<file path="src/rtl/icache_dm.sv">
// Direct-mapped read-only instruction cache between the PC and the IF/ID register.
// Latency: hits return inst combinationally in the same cycle; a miss stalls for
//          1 + 1 + WORDS ack beats + 1 cycles minimum (7 with WORDS=4, zero-wait memory).
// Backpressure: stall holds PC and IF/ID; refill waits on mem_ack once per word, with req/addr held.
module icache_dm #(
    parameter int          LINES    = 16,
    parameter int          WORDS    = 4,
    parameter logic [31:0] NOP_INST = 32'h0000_0013
) (
    input  logic        clk,
    input  logic        reset,
    input  logic [31:0] pc_addr,
    input  logic        flush,
    output logic [31:0] inst,
    output logic        stall,
    output logic        mem_req,
    output logic [31:0] mem_addr,
    input  logic        mem_ack,
    input  logic [31:0] mem_rdata
);

    // Address split: | tag | index | word offset | byte (ignored) |
    localparam int OFF  = $clog2(WORDS);
    localparam int IDX  = $clog2(LINES);
    localparam int TAGW = 30 - OFF - IDX;

    localparam logic [1:0] ST_IDLE   = 2'd0;
    localparam logic [1:0] ST_REFILL = 2'd1;
    localparam logic [1:0] ST_DONE   = 2'd2;

    localparam logic [OFF-1:0] LAST_BEAT = OFF'(WORDS - 1);

    logic [OFF-1:0]  pc_off;
    logic [IDX-1:0]  pc_idx;
    logic [TAGW-1:0] pc_tag;
    logic            unused_byte_bits;

    logic [1:0]      state;
    logic [TAGW-1:0] refill_tag;
    logic [IDX-1:0]  refill_index;
    logic [OFF-1:0]  beat;
    logic            drop;

    // Storage: tags and data carry no reset; only the valid bits do.
    logic [TAGW-1:0] tag_mem  [LINES];
    logic [31:0]     data_mem [LINES*WORDS];
    logic [LINES-1:0] valid;

    logic hit;
    logic ack_fire;
    logic last_beat;

    assign pc_off           = pc_addr[OFF+1:2];
    assign pc_idx           = pc_addr[OFF+IDX+1:OFF+2];
    assign pc_tag           = pc_addr[31:OFF+IDX+2];
    assign unused_byte_bits = ^pc_addr[1:0];

    assign ack_fire  = (state == ST_REFILL) && mem_ack;
    assign last_beat = (beat == LAST_BEAT);

    // Lookup: only IDLE can hit; a flush in the same cycle forces a miss.
    // Reset is folded in so the outputs are NOP/stall while reset is held.
    always_comb begin
        hit = 1'b0;
        if (reset && (state == ST_IDLE) && !flush && valid[pc_idx] &&
            (tag_mem[pc_idx] == pc_tag)) begin
            hit = 1'b1;
        end
    end

    // Output mux: hit data, otherwise a NOP bubble with stall asserted.
    always_comb begin
        inst  = NOP_INST;
        stall = 1'b1;
        if (hit) begin
            inst  = data_mem[{pc_idx, pc_off}];
            stall = 1'b0;
        end
    end

    // Backing-memory request is a direct view of the refill registers, so it is
    // stable for the whole beat and drops asynchronously with reset.
    assign mem_req  = (state == ST_REFILL);
    assign mem_addr = {refill_tag, refill_index, beat, 2'b00};

    // Refill sequencer: IDLE -> REFILL (WORDS ack beats) -> DONE -> IDLE.
    always_ff @(posedge clk or negedge reset) begin
        if (!reset) begin
            state        <= ST_IDLE;
            refill_tag   <= '0;
            refill_index <= '0;
            beat         <= '0;
            drop         <= 1'b0;
        end else begin
            case (state)
                ST_IDLE: begin
                    // A flushed lookup does not start a refill; it retries next cycle.
                    if (!hit && !flush) begin
                        state        <= ST_REFILL;
                        refill_tag   <= pc_tag;
                        refill_index <= pc_idx;
                        beat         <= '0;
                        drop         <= 1'b0;
                    end
                end
                ST_REFILL: begin
                    // A flush mid-refill lets the handshake finish but poisons the line.
                    if (flush) begin
                        drop <= 1'b1;
                    end
                    if (mem_ack) begin
                        beat <= beat + 1'b1;
                        if (last_beat) begin
                            state <= ST_DONE;
                        end
                    end
                end
                ST_DONE: begin
                    state <= ST_IDLE;
                end
                default: begin
                    state <= ST_IDLE;
                end
            endcase
        end
    end

    // Valid bits: flush clears all; the final beat validates the line unless a
    // flush was seen at any point during this refill (including this cycle).
    always_ff @(posedge clk or negedge reset) begin
        if (!reset) begin
            valid <= '0;
        end else begin
            if (flush) begin
                valid <= '0;
            end
            if (ack_fire && last_beat) begin
                valid[refill_index] <= !(drop || flush);
            end
        end
    end

    // Data and tag arrays: one word per ack, tag written with the last word.
    always_ff @(posedge clk) begin
        if (ack_fire) begin
            data_mem[{refill_index, beat}] <= mem_rdata;
            if (last_beat) begin
                tag_mem[refill_index] <= refill_tag;
            end
        end
    end

endmodule

</file>
<file path="config.mk">
export PLATFORM = sky130hd
export DESIGN_NAME = icache_dm
export DESIGN_NICKNAME = d
export VERILOG_FILES = /design/src/rtl/icache_dm.sv
export SDC_FILE = /design/constraint.sdc
export NUM_CORES = 2
export LEC_CHECK = 0
export ABC_AREA = 1
export BUFFER_PORTS_ARGS = -buffer_cell sky130_fd_sc_hd__buf_2
export CAP_MARGIN = 20
export CORE_AREA = 8 8 528 400
export DETAILED_ROUTE_END_ITERATION = 10
export DIE_AREA = 0 0 536 408
export PLACE_DENSITY = 0.66
export SLEW_MARGIN = 10
export SYNTH_ARGS = -nofsm -noshare
export SYNTH_HDL_FRONTEND = slang
export SYNTH_SLANG_ARGS = --single-unit
</file>
<file path="constraint.sdc">
create_clock -name clk -period 2.75 [get_ports clk]
set_input_delay 0.55 -clock clk [delete_from_list [all_inputs] [get_ports clk]]
set_output_delay 0.55 -clock clk [all_outputs]
set_load 0.02 [all_outputs]
</file>
==> summary.txt <==
Worst setup path
  – CP max stage delay: 0.38 ns
  – CP max stage cell: edfxtp_1
  – CP most frequent cell: nor2_1
  – Worst path top cell family by delay: simple AND/OR/NAND/NOR gates
  – Critical path endpoint category: output pin
  – Worst r2r dst: data_mem[52][23]$_DFFE_PP_
  – R2r setup slk: 0.15 ns
  – Crit path buffers/inverters: 3
  – Kind of critical path: reg -> out
  – Worst R2R Start: state[1]$_DFFE_PN0P_
  – Crit path max fanout: 24
  – Worst EP required: 2.20 ns
  – Critical path cell sequence: nor2_1 > nor2_1 > o21ai_1 > nand3_1 > nand3_1 > nand2_1 > nand2_1 > nand2_1 > nor2_1 > nand3_2 > nor2_2 > nand2_2 > nor2_4 > inv_4 > buf_12 > nor2_1 > buf_4
  – Setup crit start kind: flip-flop
  – R2R cell count: 9
  – CP arrival: 3.11 ns

Clock network
  – Htree depth: 4
  – Clock Pin Slew Worst Setup and Hold Paths: 0.06 ns
  – Clk buf depth: 3
  – Root buffer cell: clkbuf_16
  – CTS tree: built
  – CTS Sinks: 2,481
  – CTS buffer count: 229
  – Clk_lat worst skew: 0.86 ns

Routing
  – # DRC: 0
  – Vias per cell: 6.08
  – Post-Route WL: 297 mm
  – Iter 0 DRT Violations: 9,270
  – Routed Antenna Nets: 0
  – Vias: 67,800
  – First-pass DRT Iterations: 6
  – Routed len/inst: 26.6 um

Synth
  – Synth Area in Compound Gates: 9.39%
  – Yosys top cell by area: edfxtp_1
  – Share of flip-flops with an asynchronous set or reset: 1.98%
  – Main area contributors after synthesis: edfxtp_1 (74%), nand2_1 (5.8%), nand3_1 (3.8%)
  – Library cells used by synthesis: 37
  – Synth warn: 0
  – Commonest cells post-synth: edfxtp_1 (2,432), nand2_1 (1,515), nor2_1 (748)
  – Post-synthesis xor/xnor area fraction: 0%
  – Post-Synthesis Cell Area: 98,700 sq um
  – Number of synthesized flops with an enable pin: 2,432
  – Post-synthesis simple-gate area fraction: 12.5%
  – Adder-Cell Fraction of Synth Area: 0.0127%
  – Most common cell in the synthesized netlist: edfxtp_1
  – Fraction of synthesized area in multiplexers: 0.112%
  – Gate Count Post-Synth: 7,721
  – Seq cells post-synth: 2,481
  – Largest family of logic cells by synthesized area: simple AND/OR/NAND/NOR gates
  – Share of the synthesized area in the top cell type: 74.0%
  – Register area share after synthesis: 75.2%
  – Post-Syn Area per Cell: 12.8 sq um
  – Ys flop type: edfxtp_1

Die
  – Die ar.: 219,000 sq um
  – I/O pins: 134
  – Initial core utilization: 48.5%
  – Floorplan row count: 144
  – Die Y: 408 um
  – Core area: 203,000 sq um
  – Die span in x: 536 um

Pwr
  – Final Power: 83,400 uW
  – Peak supply drop: 0.657 mV
  – P_int: 62,900 uW
  – Leakage Power: 0.0403 uW
  – PwrDens: 713 nW/um^2
  – Clock power frac: 37.0%
  – Share of total power in sequential cells: 53.0%
  – Sw Share: 24.6%
  – Combinational Power Share: 10.0%
  – P_sw: 20,500 uW

Timing
  – RSZ-0062 raised after global routing: true
  – Crit path time final: 3.66 ns
  – FMAX: 273 MHz
  – Relative slew slack: 35.8%
  – Final Slew Violations: 0
  – PnR worst setup slack: -0.909 ns
  – Final hold violation count: 0
  – Worst clock skew: 0.0392 ns
  – Worst slew pin tran: 0.963 ns
  – Final period util: 133%
  – Final setup vio count: 33
  – Setup TNS: -28.26 ns

Placed design
  – Dpl ws: -0.822 ns
  – Placer Congestion: 0.904
  – Buffers on Ports: 129
  – Cells after DPL: 10,700
  – Post-DP HPWL: 173 mm

Hold path
  – Hold path depth: 3
  – Hold_sp: pc_addr[18]
  – Worst Hold End: refill_tag[10]$_DFFE_PN0P_
  – Worst hold path type: in -> reg

GRT
  – Vias in the first global route: 64,100
  – Met1 usage in global routing: 37.6%
  – GR peak layer: met2
  – Initial antenna violation count: 6
  – GRT overflow: 0
  – GRT Util Overall: 26.3%
  – First-pass GRT wire length: 430 mm
  – Largest net degree at the start of global routing: 79
  – M2 GR Usage: 40.8%
  – Met3 GRT Util: 4.84%

Run status
  – Status: finished with violations
  – Violated checks: negative setup slack

Final layout
  – Final-stage net count: 8,327
  – Share of cells above drive strength 1: 15.1%
  – Layout area overhead: 18.4%
  – Non-Filler Instances: 11,100

Run
  – Max cap viols: 0
logic make-up (layout without fill, tap and decap cells):
logic type / count (synthesis) / after routing
DFF: 2481 / 2481
muxes: 11 / 11
other: 1 / 3
buffers and inverters: 688 / 1405
adders and majority gates: 1 / 1
and+or+nand+nor: 3024 / 3024
AOI/OAI and AO/OA: 1515 / 1515
flip-flops by register name (all words and copies together) (netlist names):
name and flops:
data_mem 2048, tag_mem 384, refill_tag 24, drop 1
refill_index 4, beat 2, state 2, valid 16
worst reg2reg max path: cells and delay by family (launching register included):
family,cells,cell delay [ns]
buffers and inverters,4,0.80
DFF,1,0.40
and+or+nand+nor,5,1.02
worst max path at each step:
stage,slack [ns],start,cells after the start,end
CTS,-0.85,tag_mem[9][11]$_DFFE_PP_,17,inst[15]
detailed placement,-0.82,pc_addr[4],18,inst[14]
global placement,-0.81,pc_addr[4],20,inst[12]
global route,-1.06,tag_mem[1][6]$_DFFE_PP_,17,inst[20]
floorplan,-0.49,state[1]$_DFFE_PN0P_,7,data_mem[15][0]$_DFFE_PP_
finish,-0.91,tag_mem[9][11]$_DFFE_PP_,17,inst[27]
final cells by class:
class,count,area (sq um)
diodes,1,2.50
clock buffers,291,6040
clock inverters,121,1140
fillers,15700,86500
inverters,145,582
multi-input cells,4553,22500
flip-flops and latches,2481,74300
well taps,2701,3380
repair buffers,848,8980
power groups by stage:
stage / clock network (uW) / registers [uW] / logic, uW
floorplan: 0 / 45100 / 3350
global placement: 0 / 44900 / 8030
detailed placement: 0 / 45000 / 8160
CTS: 31100 / 44200 / 8250
global route: 32500 / 44300 / 8850
finish: 30900 / 44200 / 8350
cell usage in the layout (no fill, tap or decap), types with 6 or more instances in the layout:
master / count
a21oi_1: 343
a221o_1: 62
a221oi_1: 47
a22o_1: 13
a32o_1: 79
buf_12: 215
buf_2: 91
buf_4: 496
buf_6: 18
bufinv_16: 17
clkbuf_1: 57
clkbuf_16: 231
clkinv_1: 59
clkinv_2: 29
dfrtp_1: 49
dlygate4sd3_1: 24
edfxtp_1: 2432
inv_1: 132
inv_6: 7
inv_8: 6
mux2i_1: 11
nand2_1: 1501
nand2_2: 13
nand3_1: 727
nand3_2: 17
nor2_1: 648
nor2_2: 17
nor2_4: 84
o211ai_1: 129
o21ai_0: 601
o21ai_1: 25
o221ai_1: 67
o22ai_1: 146
per-stage QoR:
| stage | hold slack, ns | util, % | instance area, sq um |
|---|---|---|---|
| 5_1_grt | 0.0340 | 57.5 | 117000 |
| 6_report | 0.0648 | 57.5 | 117000 |
| 3_3_place_gp | 0.460 | 53.6 | 109000 |
| 3_5_place_dp | 0.472 | 53.6 | 109000 |
| 2_1_floorplan | 0.254 | - | 98800 |
| 4_1_cts | 0.00268 | 57.4 | 117000 |
what timing repair did:
| action | in CTS | in global routing |
|---|---|---|
| pin swaps | 5 | 5 |
| setup endpoints to repair | 33 | 33 |
| hold buffers | 24 | 0 |
| resized for setup | 83 | 38 |
| endpoints found under the hold margin | 73 | 0 |
| buffers inserted | 1 | 1 |
metal layers:
| metal | part of all wire (%) | vias to the layer above |
|---|---|---|
| li1 | - | 29400 |
| met1 | 40 | 33700 |
| met2 | 45 | 3983 |
| met3 | 11 | 684 |
| met4 | 4.0 | 6 |
| met5 | 0.011 | - |
Note: power is estimated with default switching activity, not from simulation.
